$ cat src/rtl/qformat_mac.sv
// qformat_mac
//   Pipelined signed fixed-point multiply-accumulate engine.
//   Operands are Q(INT_BITS).(FRAC_BITS), W = 1+INT_BITS+FRAC_BITS bits.
//   Products are kept at full precision and summed in an ACC_W-bit
//   accumulator. A pair flagged in_last emits one rounded, saturated
//   result and clears the accumulator.
//
//   Optional feature macro: QFORMAT_MAC_OVF_STICKY_EN
//     defined   : ovf_sticky latches any saturated result until ovf_clr
//     undefined : ovf_sticky tied low, ovf_clr ignored
//
// Ports
//   clk        in   1  clock, rising edge
//   rst_n      in   1  synchronous active-low reset
//   in_valid   in   1  operand pair valid
//   in_ready   out  1  pair can be accepted this cycle
//   in_a       in   W  signed operand A
//   in_b       in   W  signed operand B
//   in_last    in   1  final pair of the current sum
//   out_valid  out  1  result valid
//   out_ready  in   1  downstream accepts result
//   out_data   out  W  rounded, saturated sum
//   out_sat    out  1  out_data was clamped
//   ovf_sticky out  1  sticky saturation flag
//   ovf_clr    in   1  clears ovf_sticky

module qformat_mac #(
    parameter int INT_BITS   = 7,
    parameter int FRAC_BITS  = 8,
    parameter int GUARD_BITS = 8
) (
    input  logic                          clk,
    input  logic                          rst_n,
    input  logic                          in_valid,
    output logic                          in_ready,
    input  logic [INT_BITS+FRAC_BITS:0]   in_a,
    input  logic [INT_BITS+FRAC_BITS:0]   in_b,
    input  logic                          in_last,
    output logic                          out_valid,
    input  logic                          out_ready,
    output logic [INT_BITS+FRAC_BITS:0]   out_data,
    output logic                          out_sat,
    output logic                          ovf_sticky,
    input  logic                          ovf_clr
);

    localparam int W     = 1 + INT_BITS + FRAC_BITS;
    localparam int ACC_W = 2*W + GUARD_BITS;
    localparam int RND_W = ACC_W + 1;     // one extra bit so the rounding add cannot wrap

    localparam logic signed [RND_W-1:0] MAX_V = {{(RND_W-W+1){1'b0}}, {(W-1){1'b1}}};
    localparam logic signed [RND_W-1:0] MIN_V = {{(RND_W-W+1){1'b1}}, {(W-1){1'b0}}};
    localparam logic signed [RND_W-1:0] HALF  = RND_W'(2**(FRAC_BITS-1));

    logic                    w_stall;
    logic                    r_s1_valid;
    logic                    r_s1_last;
    logic signed [W-1:0]     r_s1_a;
    logic signed [W-1:0]     r_s1_b;
    logic                    r_s2_valid;
    logic                    r_s2_last;
    logic signed [2*W-1:0]   r_s2_prod;
    logic signed [ACC_W-1:0] r_acc;
    logic                    r_out_valid;
    logic [W-1:0]            r_out_data;
    logic                    r_out_sat;

    logic signed [ACC_W-1:0] w_prod_ext;
    logic signed [ACC_W-1:0] w_sum;
    logic signed [RND_W-1:0] w_rnd;
    logic signed [RND_W-1:0] w_r;
    logic                    w_sat_hi;
    logic                    w_sat_lo;
    logic                    w_sat;
    logic [W-1:0]            w_out;
    logic                    w_emit;

    // Whole pipeline freezes while a result waits for the consumer.
    assign w_stall  = r_out_valid & ~out_ready;
    assign in_ready = ~w_stall;

    always_ff @(posedge clk) begin
        if (!rst_n) begin
            r_s1_valid <= 1'b0;
            r_s1_last  <= 1'b0;
            r_s1_a     <= '0;
            r_s1_b     <= '0;
        end else if (!w_stall) begin
            r_s1_valid <= in_valid;
            r_s1_last  <= in_last;
            r_s1_a     <= in_a;
            r_s1_b     <= in_b;
        end
    end

    always_ff @(posedge clk) begin
        if (!rst_n) begin
            r_s2_valid <= 1'b0;
            r_s2_last  <= 1'b0;
            r_s2_prod  <= '0;
        end else if (!w_stall) begin
            r_s2_valid <= r_s1_valid;
            r_s2_last  <= r_s1_last;
            r_s2_prod  <= r_s1_a * r_s1_b;
        end
    end

    always_comb begin
        w_prod_ext = {{GUARD_BITS{r_s2_prod[2*W-1]}}, r_s2_prod};
        w_sum      = r_acc + w_prod_ext;
        w_rnd      = {w_sum[ACC_W-1], w_sum} + HALF;
        w_r        = w_rnd >>> FRAC_BITS;
        w_sat_hi   = (w_r > MAX_V);
        w_sat_lo   = (w_r < MIN_V);
        w_sat      = w_sat_hi | w_sat_lo;
        if (w_sat_hi) begin
            w_out = {1'b0, {(W-1){1'b1}}};
        end else if (w_sat_lo) begin
            w_out = {1'b1, {(W-1){1'b0}}};
        end else begin
            w_out = w_r[W-1:0];
        end
        w_emit     = ~w_stall & r_s2_valid & r_s2_last;
    end

    always_ff @(posedge clk) begin
        if (!rst_n) begin
            r_acc       <= '0;
            r_out_valid <= 1'b0;
            r_out_data  <= '0;
            r_out_sat   <= 1'b0;
        end else if (!w_stall) begin
            if (r_s2_valid) begin
                if (r_s2_last) begin
                    r_acc      <= '0;
                    r_out_data <= w_out;
                    r_out_sat  <= w_sat;
                end else begin
                    r_acc <= w_sum;
                end
            end
            // Not stalled means any pending result was just consumed.
            r_out_valid <= r_s2_valid & r_s2_last;
        end
    end

    assign out_valid = r_out_valid;
    assign out_data  = r_out_data;
    assign out_sat   = r_out_sat;

`ifdef QFORMAT_MAC_OVF_STICKY_EN
    logic r_ovf_sticky;

    // Set has priority over a simultaneous clear.
    always_ff @(posedge clk) begin
        if (!rst_n) begin
            r_ovf_sticky <= 1'b0;
        end else if (w_emit && w_sat) begin
            r_ovf_sticky <= 1'b1;
        end else if (ovf_clr) begin
            r_ovf_sticky <= 1'b0;
        end
    end

    assign ovf_sticky = r_ovf_sticky;
`else
    logic w_unused_ovf;

    assign w_unused_ovf = ovf_clr | w_emit;
    assign ovf_sticky   = 1'b0;
`endif

endmodule
$ cat config.mk
export PLATFORM = sky130hd
export DESIGN_NAME = qformat_mac
export DESIGN_NICKNAME = d
export VERILOG_FILES = /design/src/rtl/qformat_mac.sv
export SDC_FILE = /design/constraint.sdc
export NUM_CORES = 1
export LEC_CHECK = 0
export CAP_MARGIN = 20
export CORE_MARGIN = 3
export CORE_UTILIZATION = 25
export CTS_BUF_LIST = sky130_fd_sc_hd__clkbuf_4
export CTS_CLUSTER_SIZE = 20
export DETAILED_ROUTE_END_ITERATION = 10
export MAX_ROUTING_LAYER = met4
export PLACE_DENSITY_LB_ADDON = 0.08
export SYNTH_ARGS = -nofsm -noshare
export SYNTH_HDL_FRONTEND = slang
export SYNTH_SLANG_ARGS = --single-unit
$ cat constraint.sdc
create_clock -name clk -period 10.6 [get_ports clk]
set_input_delay 3.18 -clock clk [delete_from_list [all_inputs] [get_ports clk]]
set_output_delay 3.18 -clock clk [all_outputs]
set_load 0.03 [all_outputs]
==> metrics.md, run 1 <==
| Metric | Value |
|---|---|
| Cell Chain, Critical Path | `nand2_1 > fa_1 > fa_1 > fa_1 > fa_1 > inv_1 > fa_1 > inv_1 > fa_1 > inv_1 > ha_1 > a21o_1 > a21o_1 > a21oi_1 > o21ai_0 > a2111oi_0 > o21ai_0 > a31oi_1 > o21ai_0 > or3_1 > a211oi_1 > a21oi_1 > xnor2_1 > o21ai_0` |
| Most used cell, CP | `fa_1` |
| RSZ-0062 raised after global routing | `false` |
| Vias in the first global route | `15.1k` |
| Setup tns final | `0 ns` |
| Largest family of logic cells by synthesized area | `adder cells` |
| CTS clock-pin slew for the worst setup and hold paths | `0.16 ns` |
| Dpl hpwl | `39900 um` |
| Hold Crit Class | `flop to flop` |
| Final Util | `27.9%` |
| Reg2reg path depth | `24` |
| IO Count | `58` |
| Rel. slew slack | `33.2%` |
| Number of synthesized flops with an enable pin | `0` |
| First-pass GRT wire length | `84500 um` |
| CP Depth | `24` |
| Total track usage | `14.8%` |
| DRT antenna net count | `0` |
| Fin crit share | `77.7%` |
| Post-synth top cells | `inv_1, nand2_1, fa_1` |
| Sink Count | `126` |
| Seq/Total Area, Yosys | `14.0%` |
| Final Hold Fails | `0` |
| Mapped cell area | `18000 um^2` |
| Slew @ Worst Pin | `1.00 ns` |
| TritonCTS clock tree | `done` |
| Layout Skew | `0.0415 ns` |
| Post_cts resized | `0` |
| Area share of the largest cell type after synthesis | `29.3%` |
| DIE AREA | `75100 um^2` |
| Drt drc | `0` |
| Final setup vio count | `0` |
| Achievable Freq | `121 MHz` |
| Crit Path Class | `flop to flop` |
| Slew Viols, Final | `0` |
| Cts hold-fix bufs | `0` |
| Postcts setup bufs | `0` |
| CP Capture Type | `flop` |
| Adder-Cell Fraction of Synth Area | `37.8%` |
| Detailed Route Iter0 Violations | `556` |
| Remaining Overflow, GRT | `0` |
| Quantity of I/O buffers inserted on ports | `55` |
| FF+latch count, synth | `126` |
| Post-synthesis mux area share | `0.411%` |
| CP Data Required Time | `11.20 ns` |
| Critical path's largest stage delay | `0.91 ns` |
| Initial core utilization | `25.4%` |
| Htree depth | `4` |
| DRT Pass-1 Iters | `6` |
| Leakage dissipation | `8.89 nW` |
| Crit path max-delay family | `adder cells` |
| Setup crit start kind | `flop` |
| Critical path arrival | `8.84 ns` |
| Hold Crit Depth | `2` |
| Pwr/cell area | `128 nW/um^2` |
| Post-synth net total | `2548` |
| Maxcap violations | `0` |
| Post-DR vias/cell | `4.60` |
| Nets | `2539` |
| Root Buffer Master | `clkbuf_4` |
| Most frequent cell after synthesis | `inv_1` |
| Post-Synth XOR/XNOR Area | `4.28%` |
| Clk_lat worst skew | `0.70 ns` |
| Via count | `14.1k` |
| # rows | `97` |
| RD Place Congestion | `0.805` |
| CORE AREA | `70600 um^2` |
| Drt total wl | `50700 um` |
| Average size of a mapped cell | `8.46 um^2` |
| Syn Inst Count | `2125` |
| Complex-gate fraction of the synthesized area | `14.3%` |
| Max FO, Critical Path | `17` |
| Layout cells sized above 1 | `4.46%` |
| Die height | `274 um` |
| Synth unique cells | `92` |
| Minimum clock period | `8.24 ns` |
| Routed wire per std cell | `16.5 um` |
| Initial antenna violation count | `2` |
| Largest net degree at the start of global routing | `85` |
| CP max-delay cell | `dfxtp_1` |
| Area Overhead vs Synth | `9.60%` |
| Area leader, netlist | `fa_1` |
| Overall power | `0.00253 W` |
| Post-synth top flop | `dfxtp_1` |
| Status | `finished clean` |
| Max VDD drop | `0.0000911 V` |
| Die X | `274 um` |
| Simple-Gate Fraction of Synth Area | `19.6%` |
| Yosys warning total | `0` |
| Buffers & Inverters on Critical Path | `3` |
| Async S/R FF share, synth | `0%` |
| Synth area leaders | `fa_1, dfxtp_1, ha_1` |
| Clk buf depth | `2` |
| CTS Buf Count | `17` |
## final timing paths
path,slack [ns],from,endpoint
worst max-delay path,2.36,r_s1_a[8]$_SDFFE_PN0N_,r_s2_prod[31]$_SDFFE_PN0N_
worst min-delay path,0.48,r_s1_valid$_SDFFE_PN0N_,r_s1_valid$_SDFFE_PN0N_
worst max register to register,2.36,r_s1_a[8]$_SDFFE_PN0N_,r_s2_prod[31]$_SDFFE_PN0N_
worst min register to register,0.48,r_s1_valid$_SDFFE_PN0N_,r_s1_valid$_SDFFE_PN0N_
## final cells by class
type                            count  area (um^2)
Inverter                          350         1310
Clock buffer                       17          128
Tap cell                          940         1180
Sequential cell                   126         2520
Multi-Input combinational cell   1552        13700
Timing Repair Buffer               69          653
Antenna cell                        2         5.00
Fill cell                        7710        50900
Clock inverter                     15          154
## flip-flops by register name, indices dropped and copies added, names as in the netlist
signal      cells
out_data       16
out_sat         1
out_valid       1
r_acc          40
r_s1_a         16
r_s1_b         16
r_s1_last       1
r_s1_valid      1
r_s2_last       1
r_s2_prod      32
r_s2_valid      1
## power by group
group	switching (W)	internal (W)
clock	0.000252	0.000125
sequential	0.0000737	0.000531
combinational	0.000899	0.000650
total	0.00122	0.00131
## per-stage QoR
stage / std cells / hold slack [ns] / setup WS [ns] / area, um^2
final: 3071 / 0.480 / 2.36 / 19700
after global routing: 3071 / 0.512 / 1.74 / 19700
after CTS: 3069 / 0.488 / 2.24 / 19700
after detailed placement: 3037 / 0.465 / 2.31 / 19400
after global placement: 3037 / 0.459 / 2.32 / 19400
after floorplan: 2125 / 0.441 / 3.60 / 18000
## layout by cell type, fill, tap and decap left out, types with 11 or more instances in the layout
master,Yosys,routed
inv_1,349,349
nand2_1,324,323
fa_1,263,263
and2_1,137,137
dfxtp_1,126,126
ha_1,122,122
a21oi_1,71,71
o21ai_0,64,64
xnor2_1,60,60
clkdlybuf4s50_1,0,54
nor2_1,50,49
nor2b_1,48,47
a21boi_0,45,45
a22oi_1,32,32
a21o_1,30,30
nand3_1,29,29
nor3_1,27,27
xor2_1,26,26
o21a_1,21,21
nand4_1,17,17
clkbuf_4,0,17
o32ai_1,16,16
buf_4,3,15
o21bai_1,12,12
nand2b_1,11,11
and3_1,11,11
## logic make-up after synthesis
family	after synthesis
and+or+nand+nor	703
adders and majority gates	385
muxes	7
other	1
AOI/OAI and AO/OA	369
xor gates and xnor gates	87
buffers and inverters	447
DFF	126
## worst min-delay path, stage by stage (launching register included)
cell	delay, ns
dfxtp_1	0.34
nand2_1	0.05
a21boi_0	0.06
## metal layers
metal | track usage, % | routed length [um] | vias to the layer above
met5 | - | 0 | -
met4 | 3.32 | 608 | 0
met3 | 1.46 | 1010 | 27
met2 | 25.5 | 25300 | 145
met1 | 18.7 | 23800 | 7162
li1 | - | - | 6794
Note: power is estimated with default switching activity, not from simulation.
==> run 2, diff against run 1 <==
==> constraint.sdc (replaced) <==
create_clock -name clk -period 8.2 [get_ports clk]
set_input_delay 2.46 -clock clk [delete_from_list [all_inputs] [get_ports clk]]
set_output_delay 2.46 -clock clk [all_outputs]
set_load 0.03 [all_outputs]
==> run 2 against run 1 <==
Non-clock buffer count increased by 28. Die area did not move. Count of clock-buffer cells in the layout unchanged. Register-to-register slack got worse by 1.8 ns. Critical path type unchanged.
==> metrics.md, run 2 (synthesized netlist as in run 1, its figures left out) <==
| Metric | Value |
|---|---|
| Status | `finished clean` |
| Minimum clock period | `7.64 ns` |
| Reg power frac | `23.2%` |
| Fillers | `7691` |
| Nets | `2567` |
| Commonest non-fill, non-tap cells in the layout | `inv_1, nand2_1, fa_1` |
| Slew @ Worst Pin | `1.05 ns` |
| Clk_lat worst skew | `0.71 ns` |
| Routed wire per std cell | `16.4 um` |
| Drt drc | `0` |
| Commonest non-fill, non-tap cell in the layout | `inv_1` |
| DRT antenna net count | `0` |
| Via count | `14.2k` |
| Max VDD drop | `0.000136 V` |
| Sink Count | `126` |
| RSZ-0062 raised after global routing | `false` |
| Initial antenna violation count | `2` |
| Setup crit start kind | `flop` |
| Int Pwr | `0.00170 W` |
| Rel. slew slack | `29.6%` |
| Remaining Overflow, GRT | `0` |
| IO Count | `58` |
| Detailed Route Iter0 Violations | `586` |
| Max FO, Critical Path | `8` |
| Layout Skew | `0.0362 ns` |
| Max FFs per register | `40` |
| Psw | `0.00159 W` |
| Layout cells sized above 1 | `5.89%` |
| Post-DR vias/cell | `4.57` |
| Fin crit share | `93.1%` |
| Die height | `274 um` |
| TritonCTS clock tree | `done` |
| Slew Viols, Final | `0` |
| Final Hold Fails | `0` |
| CTS clock-pin slew for the worst setup and hold paths | `0.16 ns` |
| RD Place Congestion | `0.806` |
| Initial core utilization | `25.4%` |
| Achievable Freq | `131 MHz` |
| Largest registers | `r_acc: 40 flops, r_s2_prod: 32 flops` |
| Area Overhead vs Synth | `10.8%` |
| Postcts setup bufs | `0` |
| Vias in the first global route | `15.3k` |
| Total track usage | `14.8%` |
| Final Util | `28.2%` |
| Most flop-heavy register | `r_acc` |
| Largest net degree at the start of global routing | `85` |
| Dpl hpwl | `41000 um` |
| Part of the power in the clock network | `15.4%` |
| CP Data Required Time | `8.78 ns` |
| Drt total wl | `50700 um` |
| Setup tns final | `0 ns` |
| CTS Buf Count | `17` |
| Logic pwr share | `61.5%` |
| CORE AREA | `70600 um^2` |
| Clk buf depth | `2` |
| Htree depth | `4` |
| Crit Path Class | `flop to flop` |
| Final setup vio count | `0` |
| Leakage dissipation | `9.02 nW` |
| Critical path arrival | `8.22 ns` |
| Root Buffer Master | `clkbuf_4` |
| Maxcap violations | `0` |
| Quantity of I/O buffers inserted on ports | `55` |
| First-pass GRT wire length | `84300 um` |
| # rows | `97` |
| Net Sw Frac | `48.3%` |
| Reg2reg path depth | `26` |
| Overall power | `0.00330 W` |
| DRT Pass-1 Iters | `5` |
| Pwr/cell area | `166 nW/um^2` |
| Hold Crit Class | `flop to flop` |
| CP Capture Type | `flop` |
| Die X | `274 um` |
| DIE AREA | `75100 um^2` |
| Hold Crit Depth | `2` |
## run 2: cell types whose count changed in the layout (fill, tap and decap cells not counted), sizes merged
cell	previous run	this run
buf	15	43
clkinv	7	5
clkinvlp	0	2
diode	2	1
## run 2: critical path: stages, from the launching register on
cell       delay [ns]
dfxtp_1          0.48
and2_1           0.25
fa_1             0.54
inv_1            0.06
fa_1             0.56
fa_1             0.44
fa_1             0.49
inv_1            0.06
fa_1             0.57
inv_1            0.07
fa_1             0.54
inv_1            0.05
ha_1             0.34
a21o_1           0.17
a21o_1           0.16
a21oi_1          0.22
o21ai_0          0.21
a2111oi_2        0.42
buf_4            0.18
o21ai_0          0.10
a31oi_1          0.30
o21ai_0          0.17
or3_1            0.37
a211oi_1         0.37
a21oi_1          0.14
xnor2_1          0.19
o21ai_0          0.09
## run 2: final cells by class
| type | instances | area, um^2 | area share [%] |
|---|---|---|---|
| multi-input combinational | 1552 | 13800 | 69.1 |
| sequential | 126 | 2520 | 12.7 |
| inverter | 350 | 1310 | 6.60 |
| tap | 940 | 1180 | 5.91 |
| timing repair buffer | 97 | 863 | 4.33 |
| clock inverter | 15 | 155 | 0.779 |
| clock buffer | 17 | 128 | 0.641 |
| antenna | 1 | 2.50 | 0.0126 |
## run 2: what timing repair did
item / CTS / global route
hold buffers: 0 / 0
setup endpoints to repair: 0 / 2
resized for setup: 0 / 4
## run 2: path summary, 6_finish.rpt
check | startpoint | slack (ns) | end
setup / recovery | r_s1_a[5]$_SDFFE_PN0N_ | 0.56 | r_s2_prod[31]$_SDFFE_PN0N_
setup reg to reg | r_s1_a[5]$_SDFFE_PN0N_ | 0.56 | r_s2_prod[31]$_SDFFE_PN0N_
hold / removal | r_s1_last$_SDFFE_PN0N_ | 0.48 | r_s1_last$_SDFFE_PN0N_
hold reg to reg | r_s1_last$_SDFFE_PN0N_ | 0.48 | r_s1_last$_SDFFE_PN0N_
## run 2: stage by stage
stage                     hold WS (ns)  setup slack, ns  instances  area [um^2]
after floorplan                  0.441             1.27       2125        18000
after global placement           0.457            0.542       3065        19600
after detailed placement         0.464            0.513       3065        19600
after CTS                        0.485            0.401       3097        19900
after global routing             0.516           0.0546       3098        19900
final                            0.479            0.562       3098        19900
## run 2: layer usage
metal  vias to the layer above  share of wire [%]  track usage, %
met2                       145                 50            25.6
met1                      7132                 47            18.5
met3                        31                1.9            1.58
li1                       6846                  -               -
met4                         0                1.3            3.52
met5                         -                  0               -
## run 2: power by group through the flow
stage,Sequential (W),Clock [W],Combinational [W]
global route,0.000777,0.000564,0.00237
detailed placement,0.000782,0,0.00207
CTS,0.000769,0.000551,0.00209
global placement,0.000781,0,0.00207
finish,0.000763,0.000507,0.00203
floorplan,0.000743,0,0.00159
==> run 3, diff against run 2 <==
--- a/config.mk
+++ b/config.mk
@@ -5,14 +5,16 @@
 export SDC_FILE = /design/constraint.sdc
 export NUM_CORES = 1
 export LEC_CHECK = 0
+export ABC_AREA = 1
 export CAP_MARGIN = 20
 export CORE_MARGIN = 3
-export CORE_UTILIZATION = 25
+export CORE_UTILIZATION = 29
 export CTS_BUF_LIST = sky130_fd_sc_hd__clkbuf_4
 export CTS_CLUSTER_SIZE = 20
 export DETAILED_ROUTE_END_ITERATION = 10
 export MAX_ROUTING_LAYER = met4
 export PLACE_DENSITY_LB_ADDON = 0.08
+export SLEW_MARGIN = 20
 export SYNTH_ARGS = -nofsm -noshare
 export SYNTH_HDL_FRONTEND = slang
 export SYNTH_SLANG_ARGS = --single-unit
==> run 3 against run 2 <==
First-iteration DRC count rose by 98%. Sequential power rose by 0.5%. Setup slack improved by 0.62 ns. Non-clock buffer count fell by 12. Count of clock-buffer cells in the layout did not move. Synthesized area rose by 11%. Wire length rose by 23%. Cell count rose by 22%. Maximum frequency rose by 8.8%. Critical path depth fell by 2. Largest power group unchanged. Clock power rose by 9.9%. Design area rose by 8.9%.
==> metrics.md, run 3 <==
| Metric | Value |
|---|---|
| Syn Inst Count | `2908` |
| Htree depth | `4` |
| Slew @ Worst Pin | `0.998 ns` |
| Largest registers | `r_acc: 40 flops, r_s2_prod: 32 flops` |
| Critical path's largest stage delay | `0.88 ns` |
| Layout Skew | `0.0642 ns` |
| CTS Buf Count | `17` |
| Synth unique cells | `49` |
| Part of the power in the clock network | `14.6%` |
| Initial core utilization | `29.5%` |
| Most flop-heavy register | `r_acc` |
| Pwr/cell area | `175 nW/um^2` |
| Status | `finished clean` |
| Total track usage | `18.6%` |
| RD Place Congestion | `0.900` |
| Initial antenna violation count | `1` |
| # rows | `95` |
| IO Count | `58` |
| Post-Synth XOR/XNOR Area | `1.80%` |
| DIE AREA | `71800 um^2` |
| Sink Count | `126` |
| Crit path max-delay family | `adder cells` |
| Fillers | `7430` |
| DRT antenna net count | `0` |
| FF+latch count, synth | `126` |
| Largest net degree at the start of global routing | `78` |
| Yosys warning total | `0` |
| Commonest non-fill, non-tap cells in the layout | `nand2_1, inv_1, fa_1` |
| Logic pwr share | `65.2%` |
| Dpl hpwl | `52400 um` |
| Maxcap violations | `0` |
| Mapped cell area | `19900 um^2` |
| Reg area | `2520 um^2` |
| Root Buffer Master | `clkbuf_4` |
| Post_cts resized | `0` |
| Multi-input logic area | `14400 um^2` |
| Minimum clock period | `7.02 ns` |
| Synth area leaders | `fa_1, nand2_1, dfxtp_1` |
| Largest family of logic cells by synthesized area | `adder cells` |
| Fin crit share | `85.6%` |
| Most frequent cell after synthesis | `nand2_1` |
| Average size of a mapped cell | `6.84 um^2` |
| Commonest non-fill, non-tap cell in the layout | `nand2_1` |
| Buffers & Inverters on Critical Path | `6` |
| Post-synth net total | `3331` |
| Async S/R FF share, synth | `0%` |
| Postcts setup bufs | `0` |
| Max FFs per register | `40` |
| Max VDD drop | `0.000101 V` |
| Critical path arrival | `7.58 ns` |
| Simple-Gate Fraction of Synth Area | `28.6%` |
| Complex-gate fraction of the synthesized area | `7.77%` |
| Hold Crit Class | `flop to flop` |
| Drt drc | `0` |
| Reg power frac | `20.2%` |
| Setup tns final | `0 ns` |
| Routed wire per std cell | `16.4 um` |
| Number of synthesized flops with an enable pin | `0` |
| Post-synthesis mux area share | `0%` |
| Achievable Freq | `142 MHz` |
| Die height | `268 um` |
| Remaining Overflow, GRT | `0` |
| Seq/Total Area, Yosys | `12.7%` |
| Max FO, Critical Path | `17` |
| Detailed Route Iter0 Violations | `1159` |
| Slew Viols, Final | `0` |
| Area share of the largest cell type after synthesis | `26.5%` |
| Psw | `0.00202 W` |
| Post-synth top flop | `dfxtp_1` |
| Net Sw Frac | `53.1%` |
| Drt total wl | `62300 um` |
| Adder-Cell Fraction of Synth Area | `34.1%` |
| Crit Path Class | `flop to flop` |
| Setup crit start kind | `flop` |
| Final setup vio count | `0` |
| CORE AREA | `67500 um^2` |
| DRT Pass-1 Iters | `5` |
| Layout cells sized above 1 | `8.15%` |
| Die X | `268 um` |
| TritonCTS clock tree | `done` |
| Post-DR vias/cell | `4.57` |
| Clk_lat worst skew | `0.71 ns` |
| Final Hold Fails | `0` |
| Area leader, netlist | `fa_1` |
| CP Capture Type | `flop` |
| Quantity of I/O buffers inserted on ports | `55` |
| Via count | `17.3k` |
| Int Pwr | `0.00178 W` |
| Area Overhead vs Synth | `9.02%` |
| Cell Chain, Critical Path | `nand2_1 > inv_1 > fa_1 > inv_1 > fa_1 > fa_1 > fa_1 > inv_1 > fa_1 > inv_1 > fa_1 > inv_1 > ha_1 > a21oi_1 > o21ai_0 > a21oi_1 > o21ai_1 > a21boi_0 > o21ai_1 > a21boi_0 > o21ai_1 > xor2_1 > o21bai_1 > inv_1` |
| CTS clock-pin slew for the worst setup and hold paths | `0.19 ns` |
| Nets | `3331` |
| RSZ-0062 raised after global routing | `false` |
| Leakage dissipation | `11.9 nW` |
| Overall power | `0.00380 W` |
| First-pass GRT wire length | `99700 um` |
| Vias in the first global route | `17.4k` |
| Rel. slew slack | `33.4%` |
| CP max-delay cell | `dfxtp_1` |
| Clk buf depth | `2` |
| Post-synth top cells | `nand2_1, inv_1, fa_1` |
| CP Data Required Time | `8.77 ns` |
| Cts hold-fix bufs | `0` |
==> run 3: logic make-up after synthesis <==
family | Yosys count
compound gates | 274
xor+xnor | 41
simple gates | 1291
buf+inv | 790
fa+ha+maj | 385
other cells | 1
flops | 126
==> run 3: path summary, 6_finish.rpt <==
check                    startpoint                    endpoint  slack, ns  cells after the start
max reg2reg  r_s1_b[6]$_SDFFE_PN0N_  r_s2_prod[28]$_SDFFE_PN0N_       1.18                     24
min reg2reg  r_acc[26]$_SDFFE_PN0P_      r_acc[26]$_SDFFE_PN0P_       0.48                      2
max          r_s1_b[6]$_SDFFE_PN0N_  r_s2_prod[28]$_SDFFE_PN0N_       1.18                     24
min          r_acc[26]$_SDFFE_PN0P_      r_acc[26]$_SDFFE_PN0P_       0.48                      2
==> run 3: metal layers <==
metal / track usage [%] / share of wire (%)
met1: 25.7 / 50
met2: 29.5 / 46
met3: 2.14 / 3.4
met4: 3.60 / 1.1
met5: - / 0
==> run 3: power groups by stage <==
stage	clock network [W]	registers, W	logic [W]
global placement	0	0.000784	0.00252
detailed placement	0	0.000784	0.00252
finish	0.000557	0.000767	0.00248
floorplan	0	0.000735	0.00189
CTS	0.000591	0.000771	0.00254
global route	0.000609	0.000779	0.00287
==> run 3: layout make-up <==
class | instances | area share [%]
timing repair buffer | 85 | 3.55
inverter | 686 | 11.9
clock inverter | 15 | 0.929
tap | 873 | 5.04
sequential | 126 | 11.6
antenna | 1 | 0.0115
multi-input combinational | 1992 | 66.4
clock buffer | 17 | 0.588
==> run 3: tightest hold or removal path, stage by stage, from the launching register on <==
cell,delay [ns]
dfxtp_1,0.34
nand2_1,0.06
a21oi_1,0.05
==> run 3: stage by stage <==
stage | hold slack (ns) | instance area [um^2] | std cells | worst slack, ns | utilization (%)
2_1_floorplan | 0.445 | 19900 | 2908 | 2.06 | -
3_3_place_gp | 0.456 | 21400 | 3762 | 1.24 | 31.6
3_5_place_dp | 0.462 | 21400 | 3762 | 1.29 | 31.6
4_1_cts | 0.482 | 21700 | 3794 | 1.19 | 32.1
5_1_grt | 0.492 | 21700 | 3795 | 0.634 | 32.1
6_report | 0.477 | 21700 | 3795 | 1.18 | 32.1
